`config.mk`:
```
export PLATFORM = sky130hd
export DESIGN_NAME = getir_denetleyici
export DESIGN_NICKNAME = d
export VERILOG_FILES = /design/src/rtl/getir_denetleyici.sv
export SDC_FILE = /design/constraint.sdc
export NUM_CORES = 1
export LEC_CHECK = 0
export ABC_AREA = 1
export CELL_PAD_IN_SITES_DETAIL_PLACEMENT = 1
export CELL_PAD_IN_SITES_GLOBAL_PLACEMENT = 2
export CORE_ASPECT_RATIO = 1.2
export CORE_MARGIN = 2
export CORE_UTILIZATION = 24
export DETAILED_ROUTE_END_ITERATION = 7
export GPL_TIMING_DRIVEN = 0
export PLACE_DENSITY = 0.9
export SYNTH_ARGS = -nofsm -noshare
export SYNTH_HDL_FRONTEND = slang
export SYNTH_SLANG_ARGS = --single-unit
export TNS_END_PERCENT = 100
```
`constraint.sdc`:
```
create_clock -name clk_i -period 1.55 [get_ports clk_i]
set_input_delay 0.3875 -clock clk_i [delete_from_list [all_inputs] [get_ports clk_i]]
set_output_delay 0.3875 -clock clk_i [all_outputs]
set_load 0.1 [all_outputs]
```
`src/rtl/getir_denetleyici.sv`:
```
// Fetch-stage controller: owns the PS, issues one outstanding word read at a time
// and feeds a single-entry buffer (tampon) to the compressed-instruction realignment queue.
module getir_denetleyici #(
  parameter logic [31:0] BASLANGIC_PS = 32'h4000_0000
) (
  input  logic        clk_i,
  input  logic        rst_i,
  input  logic        ps_atla_i,
  input  logic [31:0] yeni_ps_i,
  input  logic        coz_durdur_i,
  input  logic        kuyruk_ps_durdur_i,
  output logic        bellek_istek_o,
  output logic [31:0] bellek_adres_o,
  input  logic        bellek_istek_hazir_i,
  input  logic        bellek_yanit_gecerli_i,
  input  logic [31:0] bellek_yanit_i,
  output logic [31:0] kuyruk_buyruk_o,
  output logic        kuyruk_aktif_o,
  output logic        kuyruk_ps_atladi_o,
  output logic [31:0] ps_o
);

  typedef enum logic [1:0] {
    ISTE  = 2'd0,
    BEKLE = 2'd1,
    DOLU  = 2'd2
  } durum_t;

  durum_t      durum_r;
  logic [31:0] ps_r;
  logic [31:0] adres_r;
  logic [31:0] tampon_r;
  logic [31:0] tampon_ps_r;
  logic        tampon_gecerli_r;
  logic        iptal_r;
  logic        bosalt_r;
  logic        atladi_r;

  logic [31:0] hedef_ps;
  logic        aktif;
  logic        tuket;
  logic        istek;
  logic        kabul;
  logic [31:0] adres;

  // A request is only raised when its response is guaranteed a free tampon; a stale
  // request (iptal_r in ISTE) must stay up at its original address until accepted.
  always_comb begin
    hedef_ps = yeni_ps_i & ~32'd3;
    aktif    = !coz_durdur_i && (tampon_gecerli_r || bosalt_r);
    tuket    = aktif && tampon_gecerli_r && !bosalt_r;
    istek    = (durum_r == ISTE) && (iptal_r || !tampon_gecerli_r || tuket);
    kabul    = istek && bellek_istek_hazir_i;
    adres    = ((durum_r == ISTE) && iptal_r) ? adres_r : ps_r;

    bellek_istek_o     = !rst_i && istek;
    bellek_adres_o     = rst_i ? '0 : adres;
    kuyruk_aktif_o     = !rst_i && aktif;
    kuyruk_ps_atladi_o = !rst_i && atladi_r && tampon_gecerli_r;
    kuyruk_buyruk_o    = (!rst_i && tampon_gecerli_r) ? tampon_r : '0;
    ps_o               = (!rst_i && tampon_gecerli_r) ? tampon_ps_r : '0;
  end

  always_ff @(posedge clk_i) begin
    if (rst_i) begin
      durum_r          <= ISTE;
      ps_r             <= BASLANGIC_PS & ~32'd3;
      adres_r          <= '0;
      tampon_r         <= '0;
      tampon_ps_r      <= '0;
      tampon_gecerli_r <= 1'b0;
      iptal_r          <= 1'b0;
      bosalt_r         <= 1'b0;
      atladi_r         <= 1'b1;
    end else begin
      if (aktif) begin
        bosalt_r <= kuyruk_ps_durdur_i;
      end
      if (tuket) begin
        tampon_gecerli_r <= 1'b0;
        atladi_r         <= 1'b0;
      end

      case (durum_r)
        ISTE: begin
          if (kabul) begin
            adres_r <= adres;
            durum_r <= BEKLE;
            if (!iptal_r) begin
              ps_r <= ps_r + 32'd4;
            end
          end else if (!istek) begin
            durum_r <= DOLU;
          end
        end
        BEKLE: begin
          if (bellek_yanit_gecerli_i) begin
            durum_r <= ISTE;
            if (iptal_r) begin
              iptal_r <= 1'b0;
            end else begin
              tampon_r         <= bellek_yanit_i;
              tampon_ps_r      <= adres_r;
              tampon_gecerli_r <= 1'b1;
              if (tampon_gecerli_r && !tuket) begin
                durum_r <= DOLU;
              end
            end
          end
        end
        DOLU: begin
          if (tuket) begin
            durum_r <= ISTE;
          end
        end
        default: durum_r <= ISTE;
      endcase

      // Redirect overrides every update above; an in-flight or not-yet-accepted
      // request is kept on the bus but its response is marked for discard.
      if (ps_atla_i) begin
        ps_r             <= hedef_ps;
        tampon_gecerli_r <= 1'b0;
        bosalt_r         <= 1'b0;
        atladi_r         <= 1'b1;
        case (durum_r)
          ISTE: begin
            if (istek) begin
              iptal_r <= 1'b1;
              adres_r <= adres;
            end else begin
              durum_r <= ISTE;
            end
          end
          BEKLE: begin
            if (bellek_yanit_gecerli_i) begin
              iptal_r <= 1'b0;
              durum_r <= ISTE;
            end else begin
              iptal_r <= 1'b1;
            end
          end
          default: durum_r <= ISTE;
        endcase
      end
    end
  end

endmodule

```
Word level (Yosys, flattened, before mapping):

Cells that the tools add are included.
W data, S select, Z words.

* word-level logic and storage cells: 76
* bits in registers: 134
* input bits: 71
* output and inout bits: 99

* equality and inequality tests: 3
* muxes and demuxes: 34
* reduce and logical (&&, ||, !) cells: 27
* $add $sub $neg: 1
* bitwise operators: 1

Operator list (count)
* $mux W32: 13
* $add A32 B3 Y32 const B: 1
* $mux W2: 9
* $logic_and A1 B1 Y1: 12
* $mux W1: 9
* $reduce_and A3 Y1: 3
* $pmux W2 S3: 1
* $logic_not A1 Y1: 5
* $pmux W2 S2: 1
* $reduce_bool A2 Y1: 2
* $logic_or A1 B1 Y1: 3
* $eq A2 B1 Y1 const B: 1
* $eq A2 B2 Y1 const B: 1
* $logic_not A2 Y1: 1
* $ne A2 B2 Y1 const B: 1
* $pmux W1 S2: 1
* $reduce_or A2 Y1: 1
* $not A1 Y1: 1

Depth between registers and ports, before layout:

* depth in word-level cells: 13
* gate-level depth with buffers: 10

Worst setup path before layout:

No wires, ideal clock.

* path kind: input -> output
* start: in rst_i
* end: out kuyruk_aktif_o
* buffers on the path: 2
* stages on the path: 3
* required time: 1162 ps
* arrival time: 2806 ps
* path slack: -1643 ps
* cells stage by stage: clkbuf_1 > clkbuf_1 > nor3_1

* cells in the longest elaborated chain, start to end: 2

Ends and longest elaborated chain
* from (decl): RTL line 7 `input logic rst_i,`
* $logic_not A1 Y1: RTL line 58 `kuyruk_aktif_o = !rst_i && aktif;`
* $logic_and A1 B1 Y1: RTL line 58
* to (decl): RTL line 18 `output logic kuyruk_aktif_o,`

No other way between the ends.

Worst setup path after layout:

* start: reg durum_r[0]
* end: out bellek_adres_o[25]

* cells in the longest elaborated chain, start to end: 4

Ends and longest elaborated chain
* from (decl): RTL line 29 `durum_t durum_r;`
* from (signal assigned): RTL line 66 `durum_r <= ISTE;`
* from (signal assigned): RTL line 88 `durum_r <= BEKLE;`
* from (signal assigned): RTL line 93 `durum_r <= DOLU;`
* $logic_not A2 Y1: RTL line 54 `adres = ((durum_r == ISTE) && iptal_r) ? adres_r : ps_r;`
* $logic_and A1 B1 Y1: RTL line 54
* $mux W32: RTL line 54
* $mux W32: RTL line 57 `bellek_adres_o = rst_i ? '0 : adres;`
* to (decl): RTL line 13 `output logic [31:0] bellek_adres_o,`

No other way between the ends.

==> impl_metrics.json <==
{
  "r2r_end": "tampon_ps_r[5]",
  "fmax_ghz": 0.454,
  "gr-total-overflow": 0,
  "synth_area_leader_cell": "dfxtp_1",
  "synth_edf_count": 0,
  "clock_skew_ps": 12.6,
  "gr-usage-met2_pct": 42.6,
  "hold_buffers": 0,
  "fin_area_um2": 13200,
  "violations": "negative setup slack",
  "yosys-top-cells-area": "dfxtp_1 (39%), nand2_1 (10%), nor2_1 (9.8%)",
  "wl_per_cell_um": 20.6,
  "hold_path_end": "atladi_r",
  "leakage_nw": 4.72,
  "wirelength_um": 34000,
  "worst_pin_slew_ps": 940,
  "path_clk_slew_ps": 60,
  "rsz0062_at_grt": "true",
  "grt_pass1_wl_um": 49500,
  "r2r_cells": 8,
  "clock_latency_ps": 440,
  "place_area_um2": 9950,
  "cap_violations": 0,
  "place_congestion": 0.859,
  "cp_top_family": "simple AND/OR/NAND/NOR gates",
  "slowest_stage": "dfxtp_2",
  "cts_buffer_depth": 2,
  "ir_drop_mv": 0.490,
  "worstSetupEndpointType": "output pin",
  "die_area_um2": 29400,
  "grt_max_degree": 17,
  "ios": 170,
  "outcome": "finished, violations left",
  "cpPeakStageDelay_ps": 340,
  "antenna_found_initial": 0,
  "worstPathArrival_ps": 1810,
  "grtUsageMet3_pct": 3.56,
  "synth_warnings": 0,
  "power.density_nw_per_um2": 899,
  "insertedDiodeCount": 0,
  "synthArstFlopShare_pct": 0,
  "fillCellCount": 3092,
  "worst-path-buf-inv": 2,
  "die_w_um": 157,
  "hp-start": "rst_i",
  "top_usage_layer": "met2",
  "ys_types": 36,
  "hold_class": "input port to register",
  "r2r_slack_ps": -530,
  "final_cell_mix": "nand2_1 (121), inv_1 (120), dfxtp_1 (118)",
  "setup_violations": 227,
  "cts_made_buffers": 17,
  "hold_violations": 0,
  "cts_tree": "built",
  "synth_top_flop_cell": "dfxtp_1",
  "drcViolationCount": 0,
  "pre_cts_slack_ps": -1500,
  "finalSetupTns_ps": -73400,
  "finalCritPeriodShare_pct": 142,
  "ant_nets": 0,
  "relSlewSlack_pct": 37.3,
  "synth_area_um2": 6740,
  "worstSetupPathType": "register to output pin",
  "nets": 1328,
  "syn_area_per_cell_um2": 6.57,
  "yosysTopAreaCellShare_pct": 39.2,
  "setup_slack_ps": -652,
  "cp.required_ps": 1160,
  "synth_nets": 1097,
  "routed-via-count": 8030,
  "cts-root-buf": "clkbuf_16",
  "drt_pre_antenna_iters": 4,
  "crit_fanout": 10,
  "fp.dieH_um": 188,
  "dpl.hpwl_um": 20900,
  "ys_ff_latch": 132,
  "worstPathCellList": "nor2_4 > nand2_4 > clkbuf_16 > nand2_1 > o21ai_2 > nor2_4 > buf_12",
  "coreArea_um2": 27700,
  "fin_util_pct": 47.7,
  "holdPathStages": 3,
  "grt_use_total_pct": 22.1,
  "finalPower_w": 0.0119,
  "final_common_cell": "nand2_1",
  "std_cell_rows": 67,
  "area_growth_pct": 96.5,
  "drive_gt1_share_pct": 42.5,
  "r2r-start": "durum_r[0]",
  "htree_levels": 4,
  "start_kind": "register",
  "vias_per_cell": 4.87,
  "grt_pass1_vias": 8707,
  "crit_path_frequent_cell": "nor2_4",
  "grtUsageMet1_pct": 23.4,
  "drt_iter0_drc": 393,
  "final_max_slew_viol_count": 0,
  "fin_crit_ps": 2200,
  "cts.sinks": 132,
  "syn_inst": 1025,
  "seq_area_frac_synth_pct": 39.2,
  "io_buffers": 165,
  "initial_core_util_pct": 24.3
}
==> metrics by stage <==
stage,instances,hold slack [ps]
floorplan,1025,419
global placement,1569,432
detailed placement,1569,446
CTS,1650,229
global route,1648,298
finish,1648,292
==> worst max-delay path by stage <==
stage               cells after the start            endpoint    startpoint  slack (ps)
floorplan                               3      kuyruk_aktif_o         rst_i        -300
global placement                        5      bellek_istek_o  coz_durdur_i       -1470
detailed placement                      5      bellek_istek_o  coz_durdur_i       -1500
CTS                                     6  bellek_adres_o[19]    durum_r[0]        -590
global route                            7   bellek_adres_o[9]    durum_r[0]        -680
finish                                  7  bellek_adres_o[25]    durum_r[0]        -650
==> Yosys cell counts (2+ instances only) <==
cell type	number
nand2_4	4
nor3_1	8
nor2_2	12
buf_2	24
nand2_1	185
o21ai_0	114
xor2_1	3
inv_2	3
nand4_1	5
nand3_1	40
o21ai_1	10
a31oi_1	7
a21oi_2	15
o211ai_1	2
dfxtp_1	132
mux2i_1	3
buf_6	7
nor2_1	176
clkbuf_1	30
nor2_4	3
inv_1	123
a21oi_1	105
==> flip-flops by register name (all words and copies together), names as in the netlist <==
register and flops:
adres_r 32, atladi_r 1, bosalt_r 1, durum_r 2, iptal_r 1, ps_r 30
tampon_gecerli_r 1, tampon_ps_r 32, tampon_r 32
==> kinds of logic (layout without fill, tap and decap cells) <==
kind of cell,Yosys count,after routing,share of synthesized area [%]
simple gates,439,440,27.3
compound gates,258,258,20.6
buf+inv,189,432,11.8
flops,132,132,39.2
xor+xnor,3,3,0.390
mux,3,3,0.446
fa+ha+maj,1,1,0.186
==> per-layer routing <==
layer	wire length [um]	vias to the layer above
li1	-	3750
met1	12400	3934
met2	18600	252
met3	1310	94
met4	1600	0
met5	0	-
==> cell type report <==
type	instances	area, um^2	share of cell area, %
multi-input combinational	705	4970	37.6
timing repair buffer	215	3430	25.9
sequential	132	2680	20.2
buffer	57	559	4.23
inverter	128	518	3.91
tap	379	474	3.58
clock buffer	18	439	3.32
clock inverter	14	168	1.27
==> power breakdown <==
| group | total, W | internal, W | switching, W | leakage, nW |
|---|---|---|---|---|
| clock | 0.00428 | 0.00246 | 0.00182 | 0.292 |
| combinational | 0.00365 | 0.00141 | 0.00225 | 3.34 |
| sequential | 0.00397 | 0.00367 | 0.000296 | 1.09 |
==> worst reg2reg max path: cells and delay by family (launching register included) <==
| family | cells | cell delay [ps] |
|---|---|---|
| simple gates | 3 | 590 |
| flops | 1 | 360 |
| compound gates | 2 | 440 |
| buf+inv | 3 | 570 |
==> repair_timing <==
| item | 4_1_cts | 5_1_grt |
|---|---|---|
| setup buffers | 31 | 11 |
| endpoints found under the setup margin | 225 | 227 |
| gates cloned | 18 | 0 |
| gates resized for setup | 1053 | 146 |
| pin swaps | 27 | 28 |
Power figures use the tool's default switching activity.
